### src/rtl/piso_sipo_universal_shift_register.sv
// Universal WIDTH-bit shift register: hold, shift right/left, parallel load.
// Define SHREG_ROTATE_EN to enable circular shifts selected by rot.
module piso_sipo_universal_shift_register #(
    parameter int               WIDTH     = 4,
    parameter logic [WIDTH-1:0] RESET_VAL = '0
) (
    input  logic             clk,
    input  logic             reset,
    input  logic             en,
    input  logic [1:0]       mode,
    input  logic             sin_r,
    input  logic             sin_l,
    input  logic [WIDTH-1:0] pin,
    input  logic             rot,
    output logic [WIDTH-1:0] q,
    output logic             sout_r,
    output logic             sout_l,
    output logic             done
);

    localparam int CW = $clog2(WIDTH + 1);
    localparam logic [CW-1:0] LAST = CW'(WIDTH - 1);

    logic [CW-1:0] cnt;
    logic          msb_in;
    logic          lsb_in;

`ifdef SHREG_ROTATE_EN
    always_comb begin
        msb_in = sin_r;
        lsb_in = sin_l;
        if (rot) begin
            msb_in = q[0];
            lsb_in = q[WIDTH-1];
        end
    end
`else
    logic unused_rot;
    assign unused_rot = rot;
    assign msb_in     = sin_r;
    assign lsb_in     = sin_l;
`endif

    assign sout_r = q[0];
    assign sout_l = q[WIDTH-1];

    always_ff @(posedge clk or negedge reset) begin
        if (!reset) begin
            q    <= RESET_VAL;
            cnt  <= '0;
            done <= 1'b0;
        end else begin
            done <= 1'b0;
            if (en) begin
                unique case (mode)
                    2'b00: ;
                    2'b01: q <= {msb_in, q[WIDTH-1:1]};
                    2'b10: q <= {q[WIDTH-2:0], lsb_in};
                    2'b11: begin
                        q   <= pin;
                        cnt <= '0;
                    end
                endcase
                // both shift directions share one word counter
                if (mode == 2'b01 || mode == 2'b10) begin
                    if (cnt == LAST) begin
                        cnt  <= '0;
                        done <= 1'b1;
                    end else begin
                        cnt <= cnt + 1'b1;
                    end
                end
            end
        end
    end

endmodule
### config.mk
export PLATFORM = sky130hd
export DESIGN_NAME = piso_sipo_universal_shift_register
export DESIGN_NICKNAME = d
export VERILOG_FILES = /design/src/rtl/piso_sipo_universal_shift_register.sv
export SDC_FILE = /design/constraint.sdc
export NUM_CORES = 1
export LEC_CHECK = 0
export CORE_AREA = 3 3 40 42
export CTS_BUF_LIST = sky130_fd_sc_hd__clkbuf_4 sky130_fd_sc_hd__clkbuf_8
export CTS_CLUSTER_DIAMETER = 40
export CTS_CLUSTER_SIZE = 30
export DETAILED_ROUTE_END_ITERATION = 8
export DIE_AREA = 0 0 43 45
export PLACE_DENSITY = 0.73
export SLEW_MARGIN = 30
export SYNTH_ARGS = -nofsm -noshare
export SYNTH_HDL_FRONTEND = slang
export SYNTH_SLANG_ARGS = --single-unit
### constraint.sdc
create_clock -name clk -period 2.86 [get_ports clk]
set_input_delay 0.572 -clock clk [delete_from_list [all_inputs] [get_ports clk]]
set_output_delay 0.572 -clock clk [all_outputs]
set_load 0.1 [all_outputs]
Yosys cells after proc, flatten, opt, wreduce, memory -nomap -nowiden

Cells that the tools add are included.

Bits of input ports: 12
Logic and storage cells: 20
Bits in read-only memories: 0
Memories: 0
Latch bits: 0
Output and inout port bits: 7
Memory bits (writable): 0
Bits in registers: 8

$add $sub $neg: 1
Multiply operators: 0
Div/mod/pow operators: 0
Muxes and demuxes: 7
Magnitude comparators: 0
Shift-type cells: 0
Eq/ne operators: 4
Bitwise gates (word level): 0
Reduce and logical (&&, ||, !) cells: 5

Operators with widths:

| cell                                                | number |
|---|---|
| case mux 4 bit (3 select lines)                     | 1 |
| 2-to-1 mux 3 bit                                    | 3 |
| equality test 2 bit, second input constant          | 2 |
| AND reduction 2 bit                                 | 2 |
| adder 3 x 1 -> 3 bit, second input constant         | 1 |
| equality test 3 x 2 -> 1 bit, second input constant | 1 |
| 2-to-1 mux 1 bit                                    | 3 |
| nonzero test 3 bit                                  | 1 |
| equality test 2 x 1 -> 1 bit, second input constant | 1 |
| nonzero test 2 bit                                  | 1 |
| logical OR 1 bit                                    | 1 |

Depth between registers and ports, before layout

Depth in word-level cells: 4
Depth in mapped cells: 6
Depth with buffers taken out: 5

Worst setup path before layout

Ideal clock, no wire load.

Path kind: flip-flop to output port
Start: register q[0]
End: output q[0]
Data required time: 2288 ps
Stages on the path, launching flop included: 2
Arrival time: 1356 ps
Path slack: 932 ps
Buffers on the path: 1
Path through: dfrtp_1 > buf_4

RTL lines:

| item                     | line | source |
|---|---|---|
| start: declaration       | 15   | `output logic [WIDTH-1:0] q,` |
| start signal: assignment | 57   | `2'b01: q <= {msb_in, q[WIDTH-1:1]};` |
| start signal: assignment | 58   | `2'b10: q <= {q[WIDTH-2:0], lsb_in};` |
| start signal: assignment | 60   | `q <= pin;` |

No word-level cell between the ends.

Worst setup path in the final report

Start: input mode[0]
End: register q[2]

Word-level cells in the longest chain between the ends: 3
Elaborated cells between the ends (all ways): 6
Those cells by class: eq/ne (3); mux (1); reduce/logical (2)

Ends and longest elaborated chain:

| item                                                                       | line | source |
|---|---|---|
| start: declaration                                                         | 10   | `input logic [1:0] mode,` |
| equality test 2 x 1 -> 1 bit / equality test 2 bit (equally long branches) | 55   | `unique case (mode)` |
| nonzero test 3 bit (no source line)                                        | n/a  |  |
| AND reduction 2 bit (no source line)                                       | n/a  |  |

Parallel ways exist; a longest one is shown, timed or not.
A chain may end at the register's enable or synchronous reset.

==> flow_summary_export.csv <==
group,metric,value,unit
outcome,status,"finished clean",
detailed_routing,route.detailed.drc,0,
logic_synthesis,number_of_enable_type_register_cells_in_the_synthesized_netlist,0,
sta,final_slew_viol_count,0,
critical_path,worstSetupEndpointType,"flop",
critical_path,critPathMaxFanout,5,
cells_and_area,nNetsFinal,82,
die,dieWidth,43,um
clock_network,cts_tree,"done",
job,drv_cap,0,
logic_synthesis,net_count_of_the_mapped_netlist,63,
critical_path,cp_data_required_time,3.04,ns
critical_path,cpLargestDelayFamily,"buffers and inverters",
sta,setup-violations-final,0,
clock_network,clkTransAtPathRegs,0.06,ns
clock_network,cts.htree.levels,1,
logic_synthesis,synth.yosys.warnings,0,
sta,worst_clock_skew,0.00102,ns
logic_synthesis,post_synth_instance_area,442,um2
grt,grt-ovfl-total,0,
clock_network,clock-root-buffer,"sky130_fd_sc_hd__clkbuf_4",
critical_path,critical_path_buf_inv_count,2,
power_and_ir_drop,fraction_of_power_consumed_by_sequential_logic,33.5,%
logic_synthesis,synth_cell_types,15,
cells_and_area,antenna_cells_inserted,0,
sta,worst_slew_margin_relative_to_its_limit,75.7,%
die,die_h,45,um
power_and_ir_drop,total_power,0.434,mW
power_and_ir_drop,power_per_cell_area,705,mW/mm2
logic_synthesis,yosys_most_used_dff,"sky130_fd_sc_hd__dfrtp_1",
power_and_ir_drop,p_int,0.230,mW
power_and_ir_drop,power.leakage,0.299,nW
sta,min_period_over_period,59.3,%
clock_network,clock_latency_at_the_later_pin_of_the_worst_skew_pair,0.26,ns
power_and_ir_drop,power.net_switching,0.204,mW
die,initial_utilization,34.4,%
detailed_routing,routed_wirelength,926,um
logic_synthesis,ys_ff_latch,8,
power_and_ir_drop,p_comb_share,45.9,%
die,design.die.area,0.00194,mm2
critical_path,worst-endpoint-arrival,1.87,ns
logic_synthesis,largest_cells_by_area_after_synthesis,"sky130_fd_sc_hd__dfrtp_1 (45%), sky130_fd_sc_hd__ha_1 (11%), sky130_fd_sc_hd__a22o_1 (7.9%)",
sta,fmax,590,MHz
grt,initial_antenna_violation_count,0,
logic_synthesis,syn_avg_cell_area,9.40,um2
sta,whs,0.498,ns
grt,vias_in_the_first_global_route,362,
die,core_region_area,0.00128,mm2
clock_network,cts_buffers,3,
detailed_routing,detailedRoute.firstIterationViolations,13,
logic_synthesis,synth_seq_area_share,45.3,%
clock_network,clock-sinks,8,
critical_path,cp-start-kind,"input port",
grt,grt_max_degree,11,
clock_network,ctsHoldBuffers,0,
place,gp_congestion,0.796,
sta,unrepaired_setup_endpoints_after_global_routing,"false",
place,hpwlAfterDp,745,um
logic_synthesis,postSynth.asyncResetShare,100,%
critical_path,cp_slowest_stage_delay,0.48,ns
detailed_routing,drt_pass1_iterations,4,
detailed_routing,post_drt_via_cell_ratio,4.84,
critical_path,worst_path_max_delay_cell,"sky130_fd_sc_hd__clkdlybuf4s50_1",
detailed_routing,vias,382,
clock_network,post_cts_resized,0,
critical_path,worstSetupPathType,"in2reg",
sta,fin_crit,1.70,ns
detailed_routing,drtAntennaViolNets,0,
die,floorplan.rows,13,
grt,wire_length_of_the_first_global_routing_pass,1520,um
hold_path,min-delay-path-class,"reg2reg",
clock_network,max-clock-path-buffers,2,
sta,setup_total_negative_slack,0,ns
detailed_routing,post_drt_wl_per_cell,11.7,um
critical_path,timing.critical_path.cells,"clkdlybuf4s50_1 -> inv_1 -> ha_1 -> nor2_1 -> a21oi_1 -> o21ai_1",
power_and_ir_drop,clock_power_share,20.5,%
cells_and_area,final_layout_size_suffix_gt1_share,15.6,%
grt,grt_usage,11.3,%
logic_synthesis,synth_top_area_share,45.3,%
place,io_buffer_count,17,
logic_synthesis,syn-instance-count,47,
clock_network,post-cts-setup-buffers,0,
logic_synthesis,synthDominantAreaCellType,"sky130_fd_sc_hd__dfrtp_1",
die,num_io_pins,19,
cells_and_area,area_growth_syn_to_layout,39.4,%
sta,hold_violations,0,
sta,worstMarginPinSlew,0.363,ns
power_and_ir_drop,netSwitchingFraction,47.0,%
power_and_ir_drop,max-vdd-ir-drop,0.286,mV
[layout make-up]
type,instances,area (um2)
fillers,141,669
multi-input cells,33,210
flip-flops and latches,8,200
repair buffers,17,153
clock buffers,3,22.5
well taps,15,18.8
inverters,3,11.3
[stage by stage]
stage          area [um2]  utilization, %  instances  worst slack (ns)
4_1_cts               616            47.9         79              1.15
3_5_place_dp          593            46.2         76             0.886
5_1_grt               616            47.9         79              1.04
6_report              616            47.9         79              1.16
2_1_floorplan         442               -         47             0.932
3_3_place_gp          593            46.2         76             0.947
[power by group through the flow]
stage	Combinational (mW)	Sequential, mW	Clock, mW
final	0.199	0.146	0.0892
after floorplan	0.0821	0.219	0
after global routing	0.211	0.148	0.0964
after CTS	0.201	0.146	0.0907
after global placement	0.198	0.146	0
after detailed placement	0.201	0.148	0
[per-layer routing]
layer  global-route usage (%)  vias up  wire length, um  share of wire (%)
met5                        0        -                0                  0
met4                     7.23        0               24                2.6
met3                     4.78        2               65                7.0
met2                     18.3       12              430                 46
met1                     12.2      172              405                 44
li1                         -      196                -                  -
[cells in the final DEF (no fill, tap or decap)]
master	count
sky130_fd_sc_hd__nand2b_1	3
sky130_fd_sc_hd__buf_4	7
sky130_fd_sc_hd__nor2_1	2
sky130_fd_sc_hd__inv_1	3
sky130_fd_sc_hd__dfrtp_1	8
sky130_fd_sc_hd__and2b_1	1
sky130_fd_sc_hd__nand4_1	1
sky130_fd_sc_hd__clkdlybuf4s50_1	10
sky130_fd_sc_hd__o21ai_1	6
sky130_fd_sc_hd__nand2_1	6
sky130_fd_sc_hd__a22o_1	4
sky130_fd_sc_hd__nand3_1	1
sky130_fd_sc_hd__a21oi_1	4
sky130_fd_sc_hd__a21boi_1	1
sky130_fd_sc_hd__ha_1	4
sky130_fd_sc_hd__clkbuf_4	3
[kinds of logic after synthesis]
logic type,count (synthesis),share of synthesized area [%]
flip-flops,8,45.3
AND/OR/NAND/NOR,14,15.3
buffers and inverters,6,7.08
AO/OA/AOI/OAI,15,21.0
adder cells (fa/ha/maj),4,11.3
[synth_stat cells (2+ instances only)]
master / instances
sky130_fd_sc_hd__dfrtp_1: 8
sky130_fd_sc_hd__nand2_1: 6
sky130_fd_sc_hd__o21ai_1: 6
sky130_fd_sc_hd__a21oi_1: 4
sky130_fd_sc_hd__a22o_1: 4
sky130_fd_sc_hd__ha_1: 4
sky130_fd_sc_hd__inv_1: 3
sky130_fd_sc_hd__nand2b_1: 3
sky130_fd_sc_hd__buf_4: 2
sky130_fd_sc_hd__nor2_1: 2
[path summary, 6_finish.rpt]
kind | from | endpoint | slack (ns) | cells past startpoint
worst min register to register | cnt[1]$_DFFE_PN0P_ | cnt[1]$_DFFE_PN0P_ | 0.50 | 2
worst min-delay path | cnt[1]$_DFFE_PN0P_ | cnt[1]$_DFFE_PN0P_ | 0.50 | 2
max in group asynchronous | reset | q[0]$_DFFE_PN0P_ | 2.01 | 1
worst max register to register | q[1]$_DFFE_PN0P_ | q[2]$_DFFE_PN0P_ | 1.87 | 3
worst max-delay path | mode[0] | q[2]$_DFFE_PN0P_ | 1.16 | 6
min in group asynchronous | reset | q[3]$_DFFE_PN0P_ | 0.59 | 1
[worst reg2reg max path, delay by kind of cell, from the launching register on]
family	cells	cell delay [ns]
DFF	1	0.41
AOI/OAI and AO/OA	3	0.45
[sequential cells by signal, summed over array words and instances, names as in the netlist]
name	flops
done	1
q	4
cnt	3
(Power assumes the default switching activity.)
